==> src/rtl/fb_pkg.sv <==
// ---------------------------------------------------------------------------
// fb_pkg : framebuffer geometry, types and the y*160+x address helper.
// Revision: 1.0
// ---------------------------------------------------------------------------
`default_nettype none

package fb_pkg;

  localparam int FB_W       = 160;
  localparam int FB_H       = 120;
  localparam int ACT_W      = 640;
  localparam int ACT_H      = 480;
  localparam int SCALE_LOG2 = 2;
  localparam int FB_ADDR_W  = 15;

  typedef logic [11:0]          pixel_t;
  typedef logic [FB_ADDR_W-1:0] fb_addr_t;

  function automatic fb_addr_t fb_addr(input logic [7:0] y, input logic [7:0] x);
    return (fb_addr_t'(y) << 7) + (fb_addr_t'(y) << 5) + fb_addr_t'(x);
  endfunction

endpackage

`default_nettype wire

==> src/rtl/fb_scan_addr.sv <==
// ---------------------------------------------------------------------------
// fb_scan_addr : display-slot detection and address of the next 4-pixel group.
// Revision: 1.0
// ---------------------------------------------------------------------------
`default_nettype none

module fb_scan_addr
  import fb_pkg::*;
(
  input  logic       de_i,
  input  logic [9:0] row_i,
  input  logic [9:0] col_i,
  output logic       slot_o,
  output fb_addr_t   addr_o
);

  logic [9:0] row_nxt;
  logic [9:0] row_grp;
  logic [9:0] row_nxt_grp;
  logic [9:0] col_grp;
  logic       unused_bits;

  assign row_nxt     = row_i + 10'd1;
  assign row_grp     = row_i >> SCALE_LOG2;
  assign row_nxt_grp = row_nxt >> SCALE_LOG2;
  assign col_grp     = col_i >> SCALE_LOG2;
  assign unused_bits = ^{row_grp[9:8], row_nxt_grp[9:8], col_grp[9:8]};

  assign slot_o = de_i && (col_i[SCALE_LOG2-1:0] == 2'd2);

  // The slot at column 638 prefetches group 0 of the following line.
  always_comb begin
    addr_o = '0;
    if (col_i < 10'(ACT_W - 2)) begin
      addr_o = fb_addr(row_grp[7:0], col_grp[7:0] + 8'd1);
    end else if (row_i < 10'(ACT_H - 1)) begin
      addr_o = fb_addr(row_nxt_grp[7:0], 8'd0);
    end
  end

endmodule

`default_nettype wire

==> src/rtl/fb_arbiter.sv <==
// ---------------------------------------------------------------------------
// fb_arbiter : shares a single-port framebuffer RAM between scanout and a writer.
// Optional FB_READBACK_EN adds buffered reads through the writer port.
// Revision: 1.0
// ---------------------------------------------------------------------------
`default_nettype none

module fb_arbiter
  import fb_pkg::*;
(
  input  logic       clk,
  input  logic       reset,
  input  logic       de,
  input  logic [9:0] row,
  input  logic [9:0] col,
  output pixel_t     rgb,
  input  logic       wr_valid,
  output logic       wr_ready,
  input  logic [7:0] wr_x,
  input  logic [6:0] wr_y,
  input  pixel_t     wr_data,
`ifdef FB_READBACK_EN
  input  logic       wr_rd,
  output pixel_t     rd_data,
  output logic       rd_valid,
`endif
  output logic [7:0] drop_cnt,
  output fb_addr_t   ram_addr,
  output logic       ram_we,
  output pixel_t     ram_wdata,
  input  pixel_t     ram_rdata
);

  logic     slot;
  fb_addr_t scan_addr;

  fb_scan_addr u_scan (
    .de_i   (de),
    .row_i  (row),
    .col_i  (col),
    .slot_o (slot),
    .addr_o (scan_addr)
  );

  logic       buf_full_q;
  logic       buf_full_d;
  fb_addr_t   buf_addr_q;
  pixel_t     buf_data_q;
  pixel_t     pixel_q;
  logic       fetch_q;
  fb_addr_t   ram_addr_q;
  logic [7:0] drop_q;
  logic       accept;
  logic       oor;
  logic       commit;
  logic       buf_rd;

  assign oor      = (wr_x >= 8'(FB_W)) || (wr_y >= 7'(FB_H));
  assign commit   = buf_full_q && !slot;
  assign wr_ready = !buf_full_q || commit;
  assign accept   = wr_valid && wr_ready;

  always_comb begin
    buf_full_d = buf_full_q;
    if (commit) buf_full_d = 1'b0;
    if (accept && !oor) buf_full_d = 1'b1;
  end

  always_comb begin
    ram_addr = ram_addr_q;
    if (reset) begin
      ram_addr = '0;
    end else if (slot) begin
      ram_addr = scan_addr;
    end else if (commit) begin
      ram_addr = buf_addr_q;
    end
  end

  assign ram_we    = commit && !buf_rd;
  assign ram_wdata = buf_data_q;
  assign rgb       = pixel_q;
  assign drop_cnt  = drop_q;

  always_ff @(posedge clk or posedge reset) begin
    if (reset) begin
      buf_full_q <= 1'b0;
      buf_addr_q <= '0;
      buf_data_q <= '0;
      pixel_q    <= '0;
      fetch_q    <= 1'b0;
      ram_addr_q <= '0;
      drop_q     <= '0;
    end else begin
      buf_full_q <= buf_full_d;
      fetch_q    <= slot;
      ram_addr_q <= ram_addr;
      if (fetch_q) pixel_q <= ram_rdata;
      if (accept) begin
        buf_addr_q <= fb_addr({1'b0, wr_y}, wr_x);
        buf_data_q <= wr_data;
      end
      if (accept && oor && (drop_q != 8'hFF)) drop_q <= drop_q + 8'd1;
    end
  end

`ifdef FB_READBACK_EN
  logic buf_rd_q;
  logic rd_pend_q;
  logic rd_oor_q;

  assign buf_rd   = buf_rd_q;
  assign rd_valid = rd_pend_q || rd_oor_q;
  assign rd_data  = rd_pend_q ? ram_rdata : '0;

  // An out-of-range read that collides with a real read result waits one cycle.
  always_ff @(posedge clk or posedge reset) begin
    if (reset) begin
      buf_rd_q  <= 1'b0;
      rd_pend_q <= 1'b0;
      rd_oor_q  <= 1'b0;
    end else begin
      if (accept) buf_rd_q <= wr_rd;
      rd_pend_q <= commit && buf_rd_q;
      rd_oor_q  <= (accept && oor && wr_rd) || (rd_oor_q && rd_pend_q);
    end
  end
`else
  assign buf_rd = 1'b0;
`endif

endmodule

`default_nettype wire

==> config.mk <==
export PLATFORM = sky130hd
export DESIGN_NAME = fb_arbiter
export DESIGN_NICKNAME = d
export VERILOG_FILES = /design/src/rtl/fb_pkg.sv /design/src/rtl/fb_scan_addr.sv /design/src/rtl/fb_arbiter.sv
export SDC_FILE = /design/constraint.sdc
export NUM_CORES = 1
export LEC_CHECK = 0
export ABC_CLOCK_PERIOD_IN_PS = 3920
export BUFFER_PORTS_ARGS = -buffer_cell sky130_fd_sc_hd__buf_2
export CORE_ASPECT_RATIO = 1.75
export CORE_MARGIN = 2
export CORE_UTILIZATION = 35
export CTS_CLUSTER_DIAMETER = 60
export DETAILED_ROUTE_END_ITERATION = 8
export PLACE_DENSITY = 0.59
export REMOVE_ABC_BUFFERS = 1
export SETUP_SLACK_MARGIN = 0.3
export SYNTH_ARGS = -nofsm -noshare
export SYNTH_HDL_FRONTEND = slang
export SYNTH_HIERARCHICAL = 1
export SYNTH_SLANG_ARGS = --single-unit
==> constraint.sdc <==
create_clock -name clk -period 3.92 [get_ports clk]
set_clock_uncertainty 0.2 [all_clocks]
set_input_delay 0.588 -clock clk [delete_from_list [all_inputs] [get_ports clk]]
set_output_delay 0.588 -clock clk [all_outputs]
set_load 0.05 [all_outputs]
==> results of run 1 <==
[final cells by class]
| cell class | instances | area [µm²] |
|---|---|---|
| clock buffers | 10 | 239 |
| well taps | 135 | 169 |
| flip-flops and latches | 64 | 1600 |
| multi-input cells | 351 | 2530 |
| clock inverters | 6 | 115 |
| inverters | 15 | 56.3 |
| repair buffers | 162 | 1040 |
| fillers | 1145 | 5820 |
[registers in the layout, summed over array words and instances (netlist names)]
signal      count
ram_addr_q     15
rgb            12
ram_wdata      12
fetch_q         1
drop_cnt        8
buf_full_q      1
buf_addr_q     15
[worst paths after layout]
path	to	slack, ns	depth (start not counted)
min reg2reg	ram_wdata[8]$_DFFE_PP0P_	0.27	2
max in group asynchronous	rgb[0]$_DFFE_PP0P_	2.26	3
min	ram_wdata[1]$_DFFE_PP0P_	0.25	3
min in group asynchronous	ram_addr_q[10]$_DFF_PP0_	0.48	2
max	ram_addr[14]	-0.23	16
max reg2reg	buf_addr_q[13]$_DFFE_PP0P_	1.79	5
[critical path, stage by stage]
cell	delay, ns
buf_8	0.08
nand3_4	0.08
nor3_4	0.22
xnor2_2	0.15
fa_1	0.46
buf_4	0.16
fa_2	0.41
nor2b_4	0.14
o2111ai_2	0.12
nand3_2	0.11
o22ai_2	0.07
xor2_1	0.16
o211ai_1	0.16
a21oi_1	0.09
nor2_1	0.18
buf_6	0.19
[power by group]
group          switching [µW]  total, µW  leakage, µW  internal (µW)
sequential               75.1        841     0.000803            766
clock                     290        930     0.000169            641
combinational             594        933      0.00196            339
total                     959       2700      0.00294           1750
[per-layer routing]
metal / part of all wire (%) / global-route usage [%] / vias to the layer above / wire length, µm
li1: - / - / 1854 / -
met1: 36 / 17.7 / 1766 / 3910
met2: 58 / 32.8 / 70 / 6270
met3: 3.2 / 2.89 / 18 / 341
met4: 2.7 / 7.42 / 0 / 295
met5: 0 / 0 / - / 0
[cell families after synthesis]
group           count (synthesis)  share of synthesized area (%)
compound gates                 80                           12.1
xor+xnor                       32                           6.90
fa+ha+maj                      41                           13.2
buf+inv                        32                           3.63
flops                          64                           38.4
mux                            29                           7.47
simple gates                  169                           18.3
[Yosys cell counts, types with 2 or more instances]
library cell | number | area [µm²]
a211oi_1 | 5 | 37.5
a21o_1 | 5 | 37.5
a21oi_1 | 27 | 135
a22o_1 | 3 | 26.3
a31oi_1 | 2 | 12.5
and2_1 | 2 | 12.5
and3_1 | 3 | 18.8
buf_6 | 4 | 45.0
clkbuf_1 | 11 | 41.3
dfrtp_1 | 64 | 1600
fa_1 | 5 | 100
ha_1 | 36 | 450
inv_1 | 15 | 56.3
mux2_2 | 12 | 135
mux2i_1 | 15 | 150
nand2_1 | 80 | 300
nand2b_1 | 2 | 12.5
nand3_1 | 14 | 70.1
nand4_1 | 5 | 31.3
nor2_1 | 44 | 165
nor2b_1 | 4 | 25.0
nor3_1 | 2 | 10.0
o211ai_1 | 4 | 30.0
o21a_1 | 2 | 15.0
o21ai_0 | 15 | 75.1
o21bai_1 | 4 | 30.0
o22ai_1 | 4 | 25.0
or3_1 | 4 | 25.0
xnor2_1 | 19 | 166
xor2_1 | 12 | 105
[timing repair]
item / in CTS / in global routing
hold endpoints to repair: 0 / 0
endpoints found under the setup margin: 8 / 8
resized for setup: 43 / 10
setup buffers: 8 / 2
pin swaps: 27 / 15
[stage by stage]
| step | power [µW] | std cells | worst slack (ns) |
|---|---|---|---|
| finish | 2700 | 743 | -0.234 |
| global route | 2850 | 743 | -0.371 |
| CTS | 2730 | 741 | -0.286 |
| detailed placement | 1740 | 717 | -0.439 |
| global placement | 1730 | 717 | -0.449 |
| floorplan | 1470 | 430 | -0.359 |
==> reports/metrics.csv, run 1 <==
metric,value,unit
Crit. Startpoint,col[7],
Avg WL per Cell,14.5,µm
Layout Nets,707,
core area,11600,µm²
CTS HTree Levels,3,
Initial DRC Count,64,
final-report setup violation count,4,
final wirelength,10.8,mm
VDD IR max,0.465,mV
Die W,86.5,µm
Tcrit/Tclk final,106,%
TritonCTS Buffers,9,
GPL Wtd Cong,0.885,
Tot GR Track Use,17.2,%
Max-slew headroom,30.1,%
synthesized flop and latch total,64,
die area,12800,µm²
Detail Route Antenna Nets,0,
Synth Flop Type,dfrtp_1,
vias in the first global route,3700,
largest net degree at the start of global routing,52,
synthesized cell area,4170,µm²
layout cells sized above 1,35.5,%
violated checks,negative setup slack,
io pins,112,
worst-skew pair later-pin latency,0.33,ns
clock root cell,clkbuf_16,
# rows,52,
post-synthesis sequential area ratio,38.4,%
Worst Tran Pin Value,1.05,ns
Post-DP Area,5110,µm²
RSZ-0062 raised after global routing,yes,
Setup WS post-layout,-0.234,ns
RR Startpoint,buf_full_q$_DFFE_PP0P_,
"Max FO, Critical Path",2,
Critical Path End Type,output port,
maximum clock rate,241,MHz
warnings from Yosys,6,
number of antenna cells inserted,0,
Mapped Cells,447,
IO Port Bufs,111,
"commonest cells after routing, fill and taps aside","buf_2 (97), nand2_1 (79), dfrtp_1 (64)",
area grow syn2layout,38.1,%
Clock Pin Slew Worst Setup and Hold Paths,0.06,ns
CTS tree,done,
PwrDens,470,nW/µm²
hold_buf cts,0,
CP Class,input port to output port,
min cycle time layout,4.15,ns
P_leak,0.00294,µW
total number of vias,3708,
CP required,3.13,ns
drt pass-1 iters,4,
final core occ,49.7,%
HP Start,wr_data[1],
HPWL Detailed,8.49,mm
final hold slack,0.245,ns
CP Data Arrival Time,3.37,ns
die height,148,µm
first-pass GRT wire length,17.4,mm
final hold vios,0,
"commonest non-fill, non-tap cell in the layout",buf_2,
DRC viols,0,
Vias/cell,4.99,
initial core utilization,36.0,%
grt ovf,0,
Post-synth EDFFs,0,
setup TNS,-0.583,ns
antenna violations before repair,0,
Max-Cap Viols,0,
ys async rst share,100,%
Final Cell Area,5760,µm²
syn avg cell area,9.33,µm²
Yosys cell types,53,
Clock Tree Buf Depth,2,
min-delay worst type,input port to flip-flop,
Final Max Tran Viols,0,
Clock Sinks,64,
crit start category,input port,
outcome,"complete, but fails checks",
(Power assumes the default switching activity.)
==> run 2, diff against run 1 <==
- REMOVE_ABC_BUFFERS: 1 -> default
==> reports/metrics.csv, run 2 (synthesis results as in run 1) <==
metric,value,unit,change
area grow syn2layout,38.6,%,
HPWL Detailed,8.25,mm,-2.8%
crit path cell chain,"buf_8, nand3_4, nor3_4, xnor2_2, fa_1, buf_4, fa_2, nor2b_4, o2111ai_2, nand3_2, o22ai_2, xor2_1, o211ai_1, a21oi_2, nor2_4, buf_8",,
Mapped Nets,551,,
drt pass-1 iters,4,,unchanged
setup TNS,-0.348,ns,+0.235 ns
PwrDens,437,nW/µm²,-6.9%
crit start category,input port,,
total power,2530,µW,-6.5%
Initial DRC Count,125,,+95%
RSZ-0062 raised after global routing,yes,,
die area,12800,µm²,unchanged
Final Max Tran Viols,0,,unchanged
TritonCTS Buffers,9,,unchanged
final core occ,49.9,%,+0.17 points
"commonest non-fill, non-tap cell in the layout",buf_2,,
violated checks,negative setup slack,,
Top Registers,"buf_addr_q (15), ram_addr_q (15)",,
final wirelength,10.5,mm,-2.5%
final hold slack,0.248,ns,+0.00259 ns
min-delay worst type,input port to flip-flop,,
Tot GR Track Use,16.9,%,-0.21 points
Max-slew headroom,31.1,%,+0.99 points
hold_buf cts,0,,unchanged
grt ovf,0,,unchanged
Avg WL per Cell,14.3,µm,-1.7%
worst-skew pair later-pin latency,0.33,ns,about the same
Tcrit/Tclk final,103,%,-2.9 points
Setup WS post-layout,-0.118,ns,+0.115 ns
number of antenna cells inserted,0,,unchanged
Worst Tran Pin Value,1.03,ns,-0.0148 ns
slowest CP cell,fa_1,,
CP Class,input port to output port,,
Detail Route Antenna Nets,0,,unchanged
Die W,86.5,µm,unchanged
Layout Nets,701,,-0.85%
antenna violations before repair,0,,unchanged
vias in the first global route,3732,,+0.86%
total number of vias,3715,,+0.19%
CP required,3.13,ns,about the same
first-pass GRT wire length,17.3,mm,-0.51%
CTS HTree Levels,3,,unchanged
GPL Wtd Cong,0.868,,-2.0%
P_leak,0.00289,µW,-1.7%
min cycle time layout,4.04,ns,-0.115 ns
"commonest cells after routing, fill and taps aside","buf_2 (96), nand2_1 (79), dfrtp_1 (64)",,
final-report setup violation count,4,,unchanged
layout cells sized above 1,38.4,%,+2.8 points
Clock Tree Buf Depth,2,,unchanged
Vias/cell,5.04,,+1.0%
IO Port Bufs,111,,unchanged
VDD IR max,0.189,mV,-59%
die height,148,µm,unchanged
core area,11600,µm²,unchanged
largest net degree at the start of global routing,50,,-3.8%
DRC viols,0,,unchanged
final hold vios,0,,unchanged
Max-Cap Viols,0,,unchanged
maximum clock rate,248,MHz,+2.9%
CP peak stage delay,0.50,ns,+0.04 ns
dpl ws,-0.344,ns,+0.0943 ns
"Max FO, Critical Path",2,,unchanged
clock root cell,clkbuf_16,,
outcome,"complete, but fails checks",,
initial core utilization,36.0,%,unchanged
# rows,52,,unchanged
CTS tree,done,,
"most used cell, CP",buf_8,,
Critical Path End Type,output port,,
io pins,112,,unchanged
Clock Pin Slew Worst Setup and Hold Paths,0.05,ns,about the same
Clock Sinks,64,,unchanged
CP Data Arrival Time,3.25,ns,-0.12 ns
==> run 2: cell types whose count changed in the layout (fill, tap and decap cells not counted), moves of 3 or more <==
| cell | delta |
|---|---|
| nor2_2 | +3 |
| nor2_1 | -8 |
| bufinv_16 | -3 |
| o21ai_0 | -3 |
| nor2_4 | +5 |
| buf_4 | -5 |
| a21oi_2 | +7 |
| buf_6 | -5 |
| buf_8 | +5 |
| a21oi_1 | -8 |
==> run 2: final timing paths <==
check	startpoint	end	slack, ns	cells after the start
worst max-delay path	col[6]	ram_addr[14]	-0.12	16
worst min-delay path	wr_data[10]	ram_wdata[10]$_DFFE_PP0P_	0.25	3
worst max register to register	buf_full_q$_DFFE_PP0P_	drop_cnt[7]$_DFFE_PP0P_	1.62	4
worst min register to register	ram_wdata[10]$_DFFE_PP0P_	ram_wdata[10]$_DFFE_PP0P_	0.26	2
max in group asynchronous	reset	ram_wdata[1]$_DFFE_PP0P_	2.14	3
min in group asynchronous	reset	buf_addr_q[4]$_DFFE_PP0P_	0.56	2
==> run 2: cell type report <==
class | count | area [µm²]
fillers | 1137 | 5800
clock buffers | 11 | 243
well taps | 135 | 169
multi-input cells | 351 | 2660
clock inverters | 5 | 32.5
inverters | 15 | 56.3
flip-flops and latches | 64 | 1600
repair buffers | 156 | 1020
==> run 2: metal layers <==
layer | up-vias | GRT usage, % | share of wire [%] | routed length, µm
li1 | 1844 | - | - | -
met1 | 1748 | 18.7 | 38 | 4030
met2 | 98 | 30.5 | 54 | 5730
met3 | 25 | 3.44 | 3.9 | 412
met4 | 0 | 7.81 | 3.5 | 370
met5 | - | 0 | 0 | 0
==> run 2: repair_timing <==
action / CTS / global route
pin swaps: 25 / 21
gates cloned: 0 / 0
setup endpoints to repair: 8 / 8
resized for setup: 42 / 22
hold endpoints to repair: 0 / 0
setup buffers: 1 / 4
==> run 2: worst max-delay path, delay by kind of cell <==
family	cells	cell delay, ns
compound gates	4	0.50
xor+xnor	2	0.26
fa+ha+maj	2	0.86
buf+inv	3	0.39
simple gates	5	0.66
==> run 2: per-stage QoR <==
| step | cell area (µm²) | instances |
|---|---|---|
| 3_3_place_gp | 5210 | 716 |
| 4_1_cts | 5650 | 733 |
| 2_1_floorplan | 4280 | 447 |
| 3_5_place_dp | 5210 | 716 |
| 5_1_grt | 5780 | 737 |
| 6_report | 5780 | 737 |
==> run 2: where the power goes <==
part | total, µW | leakage, µW | internal (µW) | switching [µW]
registers | 836 | 0.000803 | 766 | 70.7
logic | 962 | 0.00196 | 349 | 613
clock network | 729 | 0.000128 | 442 | 287
total | 2530 | 0.00289 | 1560 | 971
==> run 3, diff against run 2 <==
- SYNTH_HIERARCHICAL: 1 -> default
==> reports/metrics.csv, run 3 <==
metric,value,unit,change
Yosys cell types,53,,unchanged
Clock Sinks,64,,unchanged
min-delay worst type,flip-flop to flip-flop,,
RSZ-0062 raised after global routing,yes,,
main combinational cell family by area after synthesis,compound AO/OA/AOI/OAI gates,,
synthesized flop and latch total,64,,unchanged
"commonest non-fill, non-tap cell in the layout",buf_2,,
Post-synth EDFFs,0,,unchanged
total number of vias,3597,,-3.2%
Final Max Tran Viols,0,,unchanged
HPWL Detailed,9.23,mm,+12%
syn avg cell area,10.9,µm²,+16%
CP required,3.13,ns,about the same
final hold vios,0,,unchanged
crit start category,input port,,
PwrDens,454,nW/µm²,+3.8%
Die W,86.2,µm,-0.35%
Post-Synth Simple-Gate Area,11.2,%,-7.1 points
Mapped Nets,485,,-12%
Max-Cap Viols,0,,unchanged
P_sw,996,µW,+2.7%
CTS tree,done,,
die height,148,µm,-0.35%
Pint,1650,µW,+5.7%
"count leader, synth",dfrtp_1,,
CP Data Arrival Time,3.40,ns,+0.15 ns
Clock Tree Buf Depth,2,,unchanged
IO Port Bufs,111,,unchanged
largest net degree at the start of global routing,65,,+30%
area of the multi-input gates,2720,µm²,+2.3%
post-synthesis sequential area ratio,38.7,%,+0.28 points
drt pass-1 iters,4,,unchanged
ys async rst share,100,%,unchanged
Vias/cell,5.32,,+5.6%
min cycle time layout,4.18,ns,+0.145 ns
Max-slew headroom,47.6,%,+16 points
Clock Pin Slew Worst Setup and Hold Paths,0.05,ns,about the same
VDD IR max,0.474,mV,+150%
Synth Area in Adders,13.3,%,+0.096 points
final core occ,50.2,%,+0.35 points
final wirelength,11.5,mm,+9.2%
Setup WS post-layout,-0.264,ns,-0.145 ns
HP Start,buf_addr_q[9]$_DFFE_PP0P_,,
GPL Wtd Cong,0.927,,+6.8%
fillcell total,1089,,-4.2%
Tcrit/Tclk final,107,%,+3.7 points
outcome,"complete, but fails checks",,
grt ovf,0,,unchanged
"reg-to-reg slack, setup",1.51,ns,-0.11 ns
Synth Flop Type,dfrtp_1,,
io pins,112,,unchanged
Avg WL per Cell,17.0,µm,+19%
hold_buf cts,0,,unchanged
synthesized cell area,4140,µm²,-0.72%
P_leak,0.00271,µW,-6.0%
number of antenna cells inserted,0,,unchanged
maximum clock rate,239,MHz,-3.5%
violated checks,negative setup slack,,
main area contributors after synthesis,"dfrtp_1 (39%), ha_1 (11%), mux2_2 (9.0%), xnor2_1 (4.0%), mux2i_1 (3.1%)",,
Worst Tran Pin Value,0.787,ns,-0.245 ns
Critical Path End Type,output port,,
area grow syn2layout,40.6,%,
antenna violations before repair,0,,unchanged
setup TNS,-0.886,ns,-0.539 ns
DRC viols,0,,unchanged
worst-skew pair later-pin latency,0.33,ns,about the same
clock power share,30.6,%,+1.8 points
"commonest cells after routing, fill and taps aside","buf_2 (99), dfrtp_1 (64), buf_4 (49)",,
combinational share of power,37.5,%,-0.6 points
CTS HTree Levels,3,,unchanged
layout cells sized above 1,46.2,%,+7.8 points
Post-DP Area,5260,µm²,+0.98%
TritonCTS Buffers,9,,unchanged
initial core utilization,35.7,%,-0.26 points
"top cells by count, synth","dfrtp_1 (64), ha_1 (36), mux2_2 (33), xnor2_1 (19), nand2_1 (15)",,
hold path cells,2,,-1
Initial DRC Count,85,,-32%
Final Cell Area,5820,µm²,+0.69%
Seq pwr share,31.9,%,-1.2 points
core area,11600,µm²,unchanged
die area,12700,µm²,-0.70%
CP Class,input port to output port,,
Worst R2R End,buf_addr_q[13]$_DFFE_PP0P_,,
dominant cell type by area after synthesis,dfrtp_1,,
"Max FO, Critical Path",3,,+1
Seq. cell area,1600,µm²,unchanged
Synth Area in Compound Gates,15.7,%,+3.6 points
Yosys top cell area share,38.7,%,+0.28 points
mux contribution to synthesized area,12.1,%,+4.6 points
Sw Ratio,37.7,%,-0.69 points
final-report setup violation count,6,,+2
first-pass GRT wire length,18.5,mm,+6.6%
vias in the first global route,3805,,+2.0%
Layout Nets,640,,-8.7%
R2R cell count,6,,+2
Detail Route Antenna Nets,0,,unchanged
post-synthesis xor/xnor area fraction,6.35,%,-0.55 points
Mapped Cells,381,,-15%
RR Startpoint,buf_full_q$_DFFE_PP0P_,,
hold path endpoint,buf_addr_q[9]$_DFFE_PP0P_,,
# rows,52,,unchanged
Tot GR Track Use,18.7,%,+1.7 points
clock root cell,clkbuf_16,,
Top Registers,"buf_addr_q (15), ram_addr_q (15)",,
warnings from Yosys,0,,-6
[run 3: cell types whose count changed after synthesis, sizes merged, moves of 4 or more]
cell / delta
nand2: -66
nor2: -31
mux2: +19
a21oi: -13
a211oi: +9
a221oi: +8
clkbuf: -6
nor3: +6
o211ai: -4
o21a: +4
or3: -4
[run 3: layout make-up]
| cell class | instances | share of cell area (%) |
|---|---|---|
| Inverter | 12 | 0.774 |
| Clock inverter | 6 | 1.16 |
| Clock buffer | 10 | 4.11 |
| Sequential cell | 64 | 27.5 |
| Multi-Input combinational cell | 291 | 46.7 |
| Timing Repair Buffer | 158 | 16.8 |
| Tap cell | 135 | 2.90 |
[run 3: how the worst max path moves through the flow]
stage,startpoint,end,cells after the start
floorplan,col[4],ram_addr[14],12
global placement,col[4],ram_addr[14],14
detailed placement,col[4],ram_addr[14],14
CTS,col[4],ram_addr[14],14
global route,col[4],ram_addr[14],14
finish,col[6],ram_addr[13],14
[run 3: what timing repair did]
action	in CTS	in global routing
pin swaps	4	5
buffers inserted	4	4
gates cloned	0	0
gates resized for setup	29	9
setup endpoints to repair	8	8
[run 3: logic make-up after synthesis]
logic type / Yosys count
adders and majority gates: 41
and+or+nand+nor: 85
DFF: 64
buffers and inverters: 26
xor gates and xnor gates: 30
muxes: 46
AOI/OAI and AO/OA: 89
[run 3: power by group through the flow]
| stage | Combinational, µW | Sequential (µW) | Clock (µW) |
|---|---|---|---|
| after floorplan | 454 | 1060 | 0 |
| after global placement | 928 | 850 | 0 |
| after detailed placement | 937 | 854 | 0 |
| after CTS | 978 | 844 | 827 |
| after global routing | 1060 | 860 | 861 |
| final | 991 | 843 | 809 |
[run 3: per-stage QoR]
stage	hold WS (ns)	instances	total power, µW	setup WS [ns]
5_1_grt	0.279	676	2780	-0.374
3_3_place_gp	0.269	652	1780	-0.400
2_1_floorplan	0.248	381	1520	-0.207
3_5_place_dp	0.272	652	1790	-0.463
6_report	0.276	676	2640	-0.264
4_1_cts	0.277	672	2650	-0.209
[run 3: critical path, stage by stage]
cell	delay (ns)
buf_6	0.08
nand3_4	0.08
nor2_4	0.12
nand3_2	0.08
xor2_2	0.16
fa_1	0.49
inv_2	0.06
ha_4	0.27
a21oi_4	0.05
o2111a_1	0.25
or4_1	0.48
a21o_1	0.21
a311oi_4	0.26
buf_6	0.21
[run 3: metal layers]
| layer | up-vias | global-route usage [%] | part of all wire (%) |
|---|---|---|---|
| met3 | 27 | 3.91 | 4.7 |
| met2 | 97 | 33.3 | 53 |
| met5 | - | 0 | 0 |
| met4 | 0 | 11.2 | 6.0 |
| met1 | 1733 | 19.7 | 36 |
| li1 | 1740 | - | - |
